===== config.mk =====
export PLATFORM = sky130hd
export DESIGN_NAME = cmul_pipe_flat
export DESIGN_NICKNAME = d
export VERILOG_FILES = /design/src/rtl/cmul_pipe_if.sv /design/src/rtl/cmul_pipe.sv /design/src/flat_wrapper.sv
export SDC_FILE = /design/constraint.sdc
export NUM_CORES = 2
export LEC_CHECK = 0
export ABC_AREA = 0
export CAP_MARGIN = 20
export CORE_MARGIN = 2
export CORE_UTILIZATION = 40
export CTS_CLUSTER_DIAMETER = 80
export DETAILED_ROUTE_END_ITERATION = 16
export PLACE_DENSITY = 0.55
export SYNTH_ARGS = -nofsm -noshare
export SYNTH_HDL_FRONTEND = slang
export SYNTH_SLANG_ARGS = --single-unit

===== constraint.sdc =====
create_clock -name clk -period 7.5 [get_ports clk]
set_input_delay 1.125 -clock clk [delete_from_list [all_inputs] [get_ports clk]]
set_output_delay 1.125 -clock clk [all_outputs]
set_load 0.05 [all_outputs]

===== src/rtl/cmul_pipe_if.sv =====
// Valid/ready bundle for cmul_pipe: the operand side and the result side.
// The conj field exists only when CMUL_CONJ_EN is defined.
interface cmul_pipe_if #(
    parameter int DATA_W = 17,
    parameter int COEF_W = 8
);
    logic                     in_valid;
    logic                     in_ready;
    logic signed [DATA_W-1:0] a_re;
    logic signed [DATA_W-1:0] a_im;
    logic signed [COEF_W-1:0] w_re;
    logic signed [COEF_W-1:0] w_im;
`ifdef CMUL_CONJ_EN
    logic                     conj;
`endif
    logic                     out_valid;
    logic                     out_ready;
    logic signed [DATA_W-1:0] y_re;
    logic signed [DATA_W-1:0] y_im;

    modport master (
        output in_valid, a_re, a_im, w_re, w_im, out_ready,
`ifdef CMUL_CONJ_EN
        output conj,
`endif
        input  in_ready, out_valid, y_re, y_im
    );

    modport slave (
        input  in_valid, a_re, a_im, w_re, w_im, out_ready,
`ifdef CMUL_CONJ_EN
        input  conj,
`endif
        output in_ready, out_valid, y_re, y_im
    );
endinterface


===== src/rtl/cmul_pipe.sv =====
// Three-stage elastic complex multiplier y = a*w with round-half-up and saturation.
// Defining CMUL_CONJ_EN adds a per-sample conj flag selecting y = a*conj(w).
module cmul_pipe #(
    parameter int DATA_W = 17,
    parameter int COEF_W = 8,
    parameter int FRAC_W = 7
) (
    input logic        clk,
    input logic        rst,
    cmul_pipe_if.slave bus
);
    localparam int PROD_W = DATA_W + COEF_W;
    localparam int SUM_W  = PROD_W + 1;
    localparam logic signed [SUM_W-1:0]  HALF  = SUM_W'(1) << (FRAC_W - 1);
    localparam logic signed [DATA_W-1:0] Y_MAX = {1'b0, {(DATA_W-1){1'b1}}};
    localparam logic signed [DATA_W-1:0] Y_MIN = {1'b1, {(DATA_W-1){1'b0}}};

    logic v1, v2, v3;
    logic adv1, adv2, adv3;

    logic signed [DATA_W-1:0] a_re_q, a_im_q;
    logic signed [COEF_W-1:0] w_re_q, w_im_q;
    logic signed [PROD_W-1:0] p_rr, p_ii, p_ri, p_ir;
    logic signed [SUM_W-1:0]  re_sum, im_sum;
    logic signed [DATA_W-1:0] y_re_q, y_im_q;
`ifdef CMUL_CONJ_EN
    logic conj1, conj2;
`endif

    // Sum is wide enough that adding HALF cannot overflow; the arithmetic shift floors.
    function automatic logic signed [DATA_W-1:0] round_sat(input logic signed [SUM_W-1:0] sum);
        logic signed [SUM_W-1:0] shr;
        shr = (sum + HALF) >>> FRAC_W;
        if (shr > SUM_W'(Y_MAX))
            return Y_MAX;
        else if (shr < SUM_W'(Y_MIN))
            return Y_MIN;
        else
            return shr[DATA_W-1:0];
    endfunction

    // An empty stage always accepts, so bubbles collapse toward the output.
    assign adv3 = bus.out_ready || !v3;
    assign adv2 = adv3 || !v2;
    assign adv1 = adv2 || !v1;

    assign bus.in_ready  = adv1;
    assign bus.out_valid = v3;
    assign bus.y_re      = y_re_q;
    assign bus.y_im      = y_im_q;

    always_comb begin
        re_sum = SUM_W'(p_rr) - SUM_W'(p_ii);
        im_sum = SUM_W'(p_ri) + SUM_W'(p_ir);
`ifdef CMUL_CONJ_EN
        if (conj2) begin
            re_sum = SUM_W'(p_rr) + SUM_W'(p_ii);
            im_sum = SUM_W'(p_ir) - SUM_W'(p_ri);
        end
`endif
    end

    always_ff @(posedge clk or posedge rst) begin
        if (rst) begin
            v1     <= 1'b0;
            v2     <= 1'b0;
            v3     <= 1'b0;
            a_re_q <= '0;
            a_im_q <= '0;
            w_re_q <= '0;
            w_im_q <= '0;
            p_rr   <= '0;
            p_ii   <= '0;
            p_ri   <= '0;
            p_ir   <= '0;
            y_re_q <= '0;
            y_im_q <= '0;
`ifdef CMUL_CONJ_EN
            conj1  <= 1'b0;
            conj2  <= 1'b0;
`endif
        end else begin
            if (adv1) begin
                v1 <= bus.in_valid;
                if (bus.in_valid) begin
                    a_re_q <= bus.a_re;
                    a_im_q <= bus.a_im;
                    w_re_q <= bus.w_re;
                    w_im_q <= bus.w_im;
`ifdef CMUL_CONJ_EN
                    conj1  <= bus.conj;
`endif
                end
            end
            if (adv2) begin
                v2 <= v1;
                if (v1) begin
                    p_rr  <= PROD_W'(a_re_q) * PROD_W'(w_re_q);
                    p_ii  <= PROD_W'(a_im_q) * PROD_W'(w_im_q);
                    p_ri  <= PROD_W'(a_re_q) * PROD_W'(w_im_q);
                    p_ir  <= PROD_W'(a_im_q) * PROD_W'(w_re_q);
`ifdef CMUL_CONJ_EN
                    conj2 <= conj1;
`endif
                end
            end
            // y only reloads when S3 advances, so a held result stays stable.
            if (adv3) begin
                v3 <= v2;
                if (v2) begin
                    y_re_q <= round_sat(re_sum);
                    y_im_q <= round_sat(im_sum);
                end
            end
        end
    end
endmodule


===== src/flat_wrapper.sv =====
// flat-port wrapper written by rule: the top's interface ports become plain ports
module cmul_pipe_flat 
#(
    parameter int DATA_W = 17,
    parameter int COEF_W = 8,
    parameter int FRAC_W = 7
)
  (clk, rst, bus_in_valid, bus_a_re, bus_a_im, bus_w_re, bus_w_im, bus_out_ready, bus_in_ready, bus_out_valid, bus_y_re, bus_y_im);
  cmul_pipe_if #(.DATA_W(DATA_W), .COEF_W(COEF_W)) bus_i ();
  input logic clk;
  input logic rst;
  input wire logic [$bits(bus_i.in_valid)-1:0] bus_in_valid;
  input wire logic [$bits(bus_i.a_re)-1:0] bus_a_re;
  input wire logic [$bits(bus_i.a_im)-1:0] bus_a_im;
  input wire logic [$bits(bus_i.w_re)-1:0] bus_w_re;
  input wire logic [$bits(bus_i.w_im)-1:0] bus_w_im;
  input wire logic [$bits(bus_i.out_ready)-1:0] bus_out_ready;
  output wire logic [$bits(bus_i.in_ready)-1:0] bus_in_ready;
  output wire logic [$bits(bus_i.out_valid)-1:0] bus_out_valid;
  output wire logic [$bits(bus_i.y_re)-1:0] bus_y_re;
  output wire logic [$bits(bus_i.y_im)-1:0] bus_y_im;
  assign bus_i.in_valid = bus_in_valid;
  assign bus_i.a_re = bus_a_re;
  assign bus_i.a_im = bus_a_im;
  assign bus_i.w_re = bus_w_re;
  assign bus_i.w_im = bus_w_im;
  assign bus_i.out_ready = bus_out_ready;
  assign bus_in_ready = bus_i.in_ready;
  assign bus_out_valid = bus_i.out_valid;
  assign bus_y_re = bus_i.y_re;
  assign bus_y_im = bus_i.y_im;
  cmul_pipe #(.DATA_W(DATA_W), .COEF_W(COEF_W), .FRAC_W(FRAC_W)) u_core (.clk(clk), .rst(rst), .bus(bus_i));
endmodule

# == After elaboration in Yosys (flattened, before gate mapping) ==
# Cells that the tools add are included.
# totals
elab_cells,38
ff_bits,187
in_bits,54
# classes
n_reduce_logical,9
multipliers,4
addsub,4
muxes,4
n_lt_le_gt_ge,4
# op_table
operator,count
$mul A17 B8 Y25,4
$mux W17,4
$add A26 B8 Y26 const B,2
$gt A19 B17 Y1 const B,2
$lt A19 B17 Y1 const B,2
$add A25 B25 Y26,1
$sub A25 B25 Y26,1
$reduce_and A2 Y1,3
$logic_not A1 Y1,3
$logic_or A1 B1 Y1,3

# == Logic depth before layout (Yosys ltp) ==
# depth
word_depth,5
mapped_depth,21

# == Least setup slack after synthesis ==
# OpenSTA, ideal clock, no wires.
# synth_timing
path_type,reg2reg
from,register u_core.w_re_q[7]
to,register u_core.p_rr[23]
t_required_ns,7.413
path_buffers,1
slack_ns,2.422
arrival_time_ns,4.991
path_stages_with_launch,20
period_less_slack_ns,5.078
cell_sequence,dfrtp_1 > inv_1 > clkbuf_1 > fa_1 > fa_1 > inv_1 > fa_1 > inv_1 > fa_1 > inv_1 > ha_1 > and2_1 > a31oi_1 > a211oi_1 > o31ai_1 > nand2b_1 > a21oi_1 > o21ai_1 > a2111o_1 > o211ai_1
# synth_via
elab_chain_cells,1
# synth_lines
item,line_no,text
start: declaration,cmul_pipe.sv:22,"logic signed [COEF_W-1:0] w_re_q, w_im_q;"
start signal: assignment,cmul_pipe.sv:88,w_re_q <= bus.w_re;
$mul A17 B8 Y25,cmul_pipe.sv:98,p_rr <= PROD_W'(a_re_q) * PROD_W'(w_re_q);
end signal: assignment,cmul_pipe.sv:98,
end: declaration,cmul_pipe.sv:23,"logic signed [PROD_W-1:0] p_rr, p_ii, p_ri, p_ir;"
# Every way passes these cells.
# A chain may end at the register's enable or synchronous reset.

# == Worst setup path in the final report ==
# layout_timing
from,register u_core.w_re_q[7]
to,register u_core.p_ir[24]
# layout_via
elab_chain_cells,1
# layout_lines
item,line_no,text
$mul A17 B8 Y25,cmul_pipe.sv:101,p_ir <= PROD_W'(a_im_q) * PROD_W'(w_re_q);
end signal: assignment,cmul_pipe.sv:101,
end: declaration,cmul_pipe.sv:23,
# Every way passes these cells.

==> impl_metrics.yaml <==
synth:
  post_synth_num_cell_types: 74
  postSynthRegisterBits: 187
  syn-num-nets: 3820
  synth.cell_area_um2: 28500
  synth_ff_type: "sky130_fd_sc_hd__dfrtp_1"
  cell_count_after_synthesis: 3048
  synth_async_reset_ratio_pct: 100
  edff_count_synth: 0
  synth_seq_area_share_pct: 16.4
  synthesized_area_divided_by_synthesized_cell_count_um2: 9.34
  yosysWarningCount: 0
timing:
  final.setup_skew_ns: 0.0173
  final_min_period_over_clock_period_pct: 79.8
  rsz0062_at_grt: "no"
  tightest_slew_ns: 1.14
  slew_violations: 0
  hold_viol_final: 0
  setup_viol: 0
  max_slew_margin_pct: 24.3
  final.setup.tns_ns: 0
  final_period_minus_worst_setup_slack_ns: 5.99
  clock.fmax_mhz: 167
layout:
  layout-drive-gt1-share_pct: 5.74
  antenna_cells_inserted: 0
  flow.area_growth_from_synthesis_pct: 8.88
  final_common_cell: "sky130_fd_sc_hd__inv_1"
  top_library_cells_by_usage_in_the_layout_fill_and_taps_aside: "sky130_fd_sc_hd__inv_1, sky130_fd_sc_hd__fa_1, sky130_fd_sc_hd__and2_1"
  num-nets-final: 3842
global_routing:
  grt_remaining_overflow: 0
  grt_start_max_net_pins: 117
  grt_first_pass_wirelength_um: 116000
  grt_pass1_vias: 21637
  global_route.usage.total_pct: 20.2
  number_of_antenna_violations_at_the_first_check_in_global_routing: 0
floorplan:
  fp.dieArea_um2: 73300
  std_cell_rows: 97
  chipWidth_um: 271
  core-area_um2: 70300
  die_extent_in_y_um: 271
  start_util_pct: 40.5
  boundaryPins: 90
setup_path:
  crit_fanout: 16
  r2r_cells: 19
  slowest_delay_ns: 0.52
  end_kind: "flip-flop"
  critical_path.n_buffers_inverters: 6
  register_to_register_setup_slack_ns: 1.51
  r2r-start: "u_core.w_re_q[7]"
  crit_type: "flip-flop to flip-flop"
  cp_data_arrival_time_ns: 6.36
  critical-path-slowest-cell: "sky130_fd_sc_hd__inv_1"
  worst-path-stages: 19
  crit_chain: "buf_4 > inv_1 > buf_4 > fa_1 > fa_1 > inv_1 > fa_1 > inv_1 > fa_1 > inv_1 > ha_1 > o21a_1 > o21ai_0 > a211oi_1 > nor3_1 > nor2_1 > a211oi_1 > xnor2_1 > o21ai_0"
  crit_path_start: "u_core.w_re_q[7]"
  worst_setup_path_start_kind: "flip-flop"
  critPathRequiredTime_ns: 7.88
  crit_family: "adder cells"
cts:
  clock_pin_slew_on_the_worst_setup_and_hold_paths_ns: 0.09
  cts_tree: "yes"
  clock_sinks: 187
  ctsHtreeMaxLevel: 4
  cts_max_path_buffers: 2
  cts_setup_buffers: 0
  cts_buffers: 17
  cts_resized: 0
  cts-root-buf: "sky130_fd_sc_hd__clkbuf_16"
  clock_insertion_delay_worst_skew_ns: 0.52
  postCtsHoldBufs: 0
routing:
  viasPerCell: 5.01
  drtPass1Iterations: 5
  detail_route.wl_per_cell_um: 17.5
  dr_total_vias: 20166
  ant_nets: 0
  wl_um: 70500
  drcViolationCount: 0
  dr.first_iter.drc_count: 1211
placed_design:
  finalWeightedCongestion: 0.864
  placement.io_buffers: 89
  dpl.hpwl_um: 55000
hold_path:
  whs_path_depth: 2
  hp-start: "u_core.p_rr[0]"
  worst_hold_path_type: "flip-flop to flip-flop"
flow_run:
  maxCapViolCount: 0
run_status:
  run_status: "finished, final reports clean"
kinds of logic (layout without fill, tap and decap cells):
logic type	Yosys count	count (layout)	share of synthesized area, %
buf+inv	709	744	9.50
xor+xnor	125	125	3.85
fa+ha+maj	718	718	43.1
simple gates	856	856	15.6
compound gates	381	381	8.70
mux	72	72	2.83
flops	187	187	16.4
per-stage QoR:
stage	hold WS (ns)	instance area, um^2	util, %	worst slack [ns]	instances
final	0.479	31000	44.1	1.51	4023
after global routing	0.509	31000	44.1	1.24	4023
after CTS	0.481	30900	44.0	1.55	4021
after detailed placement	0.463	30300	43.1	1.56	3989
after global placement	0.453	30300	43.1	1.61	3988
after floorplan	0.441	28500	-	1.29	3048
sequential cells by signal, indices dropped and copies added (netlist names), 17 cells and up:
signal	count
u_core.bus.y_re	17
u_core.p_rr	25
u_core.bus.y_im	17
u_core.p_ii	25
u_core.a_re_q	17
u_core.p_ir	25
u_core.p_ri	25
u_core.a_im_q	17
layout make-up:
cell class | count | area [um^2]
flip-flops and latches | 187 | 4680
clock buffers | 17 | 425
inverters | 592 | 2230
well taps | 940 | 1180
fillers | 6875 | 39300
multi-input cells | 2152 | 21100
repair buffers | 120 | 1180
clock inverters | 15 | 206
final timing paths:
path / end
worst max-delay path: u_core.p_ir[24]
worst min-delay path: u_core.p_rr[0]
worst max register to register: u_core.p_ir[24]
worst min register to register: u_core.p_rr[0]
max in group asynchronous: u_core.p_ri[5]
min in group asynchronous: u_core.p_ir[5]
metal layers:
layer  global-route usage, %  up-vias  wire length [um]
li1                        -     9512                 -
met1                    28.2    10226             33000
met2                    33.0      373             33200
met3                    3.16       55              3020
met4                    4.80        0              1270
met5                       0        -                 0
worst reg2reg max path, delay by kind of cell, from the launching register on:
kind / cells / cell delay [ns]
buf+inv: 6 / 1.20
xor+xnor: 1 / 0.15
simple gates: 2 / 0.54
flops: 1 / 0.37
fa+ha+maj: 5 / 2.29
compound gates: 5 / 1.29
cell usage after synthesis (30+ instances only):
cell type                  count  share of area (%)
sky130_fd_sc_hd__xnor2_1      71                2.2
sky130_fd_sc_hd__nor2_1      107                1.4
sky130_fd_sc_hd__nand2b_1     30               0.66
sky130_fd_sc_hd__inv_1       592                7.8
sky130_fd_sc_hd__nand2_1     250                3.3
sky130_fd_sc_hd__dfrtp_1     187                 16
sky130_fd_sc_hd__ha_1        282                 12
sky130_fd_sc_hd__xor2_1       54                1.7
sky130_fd_sc_hd__o21ai_0     138                2.4
sky130_fd_sc_hd__and2_1      372                8.2
sky130_fd_sc_hd__a21oi_1      74                1.3
sky130_fd_sc_hd__fa_1        436                 31
sky130_fd_sc_hd__a21o_1       38                1.0
sky130_fd_sc_hd__clkbuf_1    103                1.4
sky130_fd_sc_hd__mux2_2       69                2.7
Power is not shown: default switching activity piles up to over one toggle a cycle in this logic, so the estimate is an artifact.
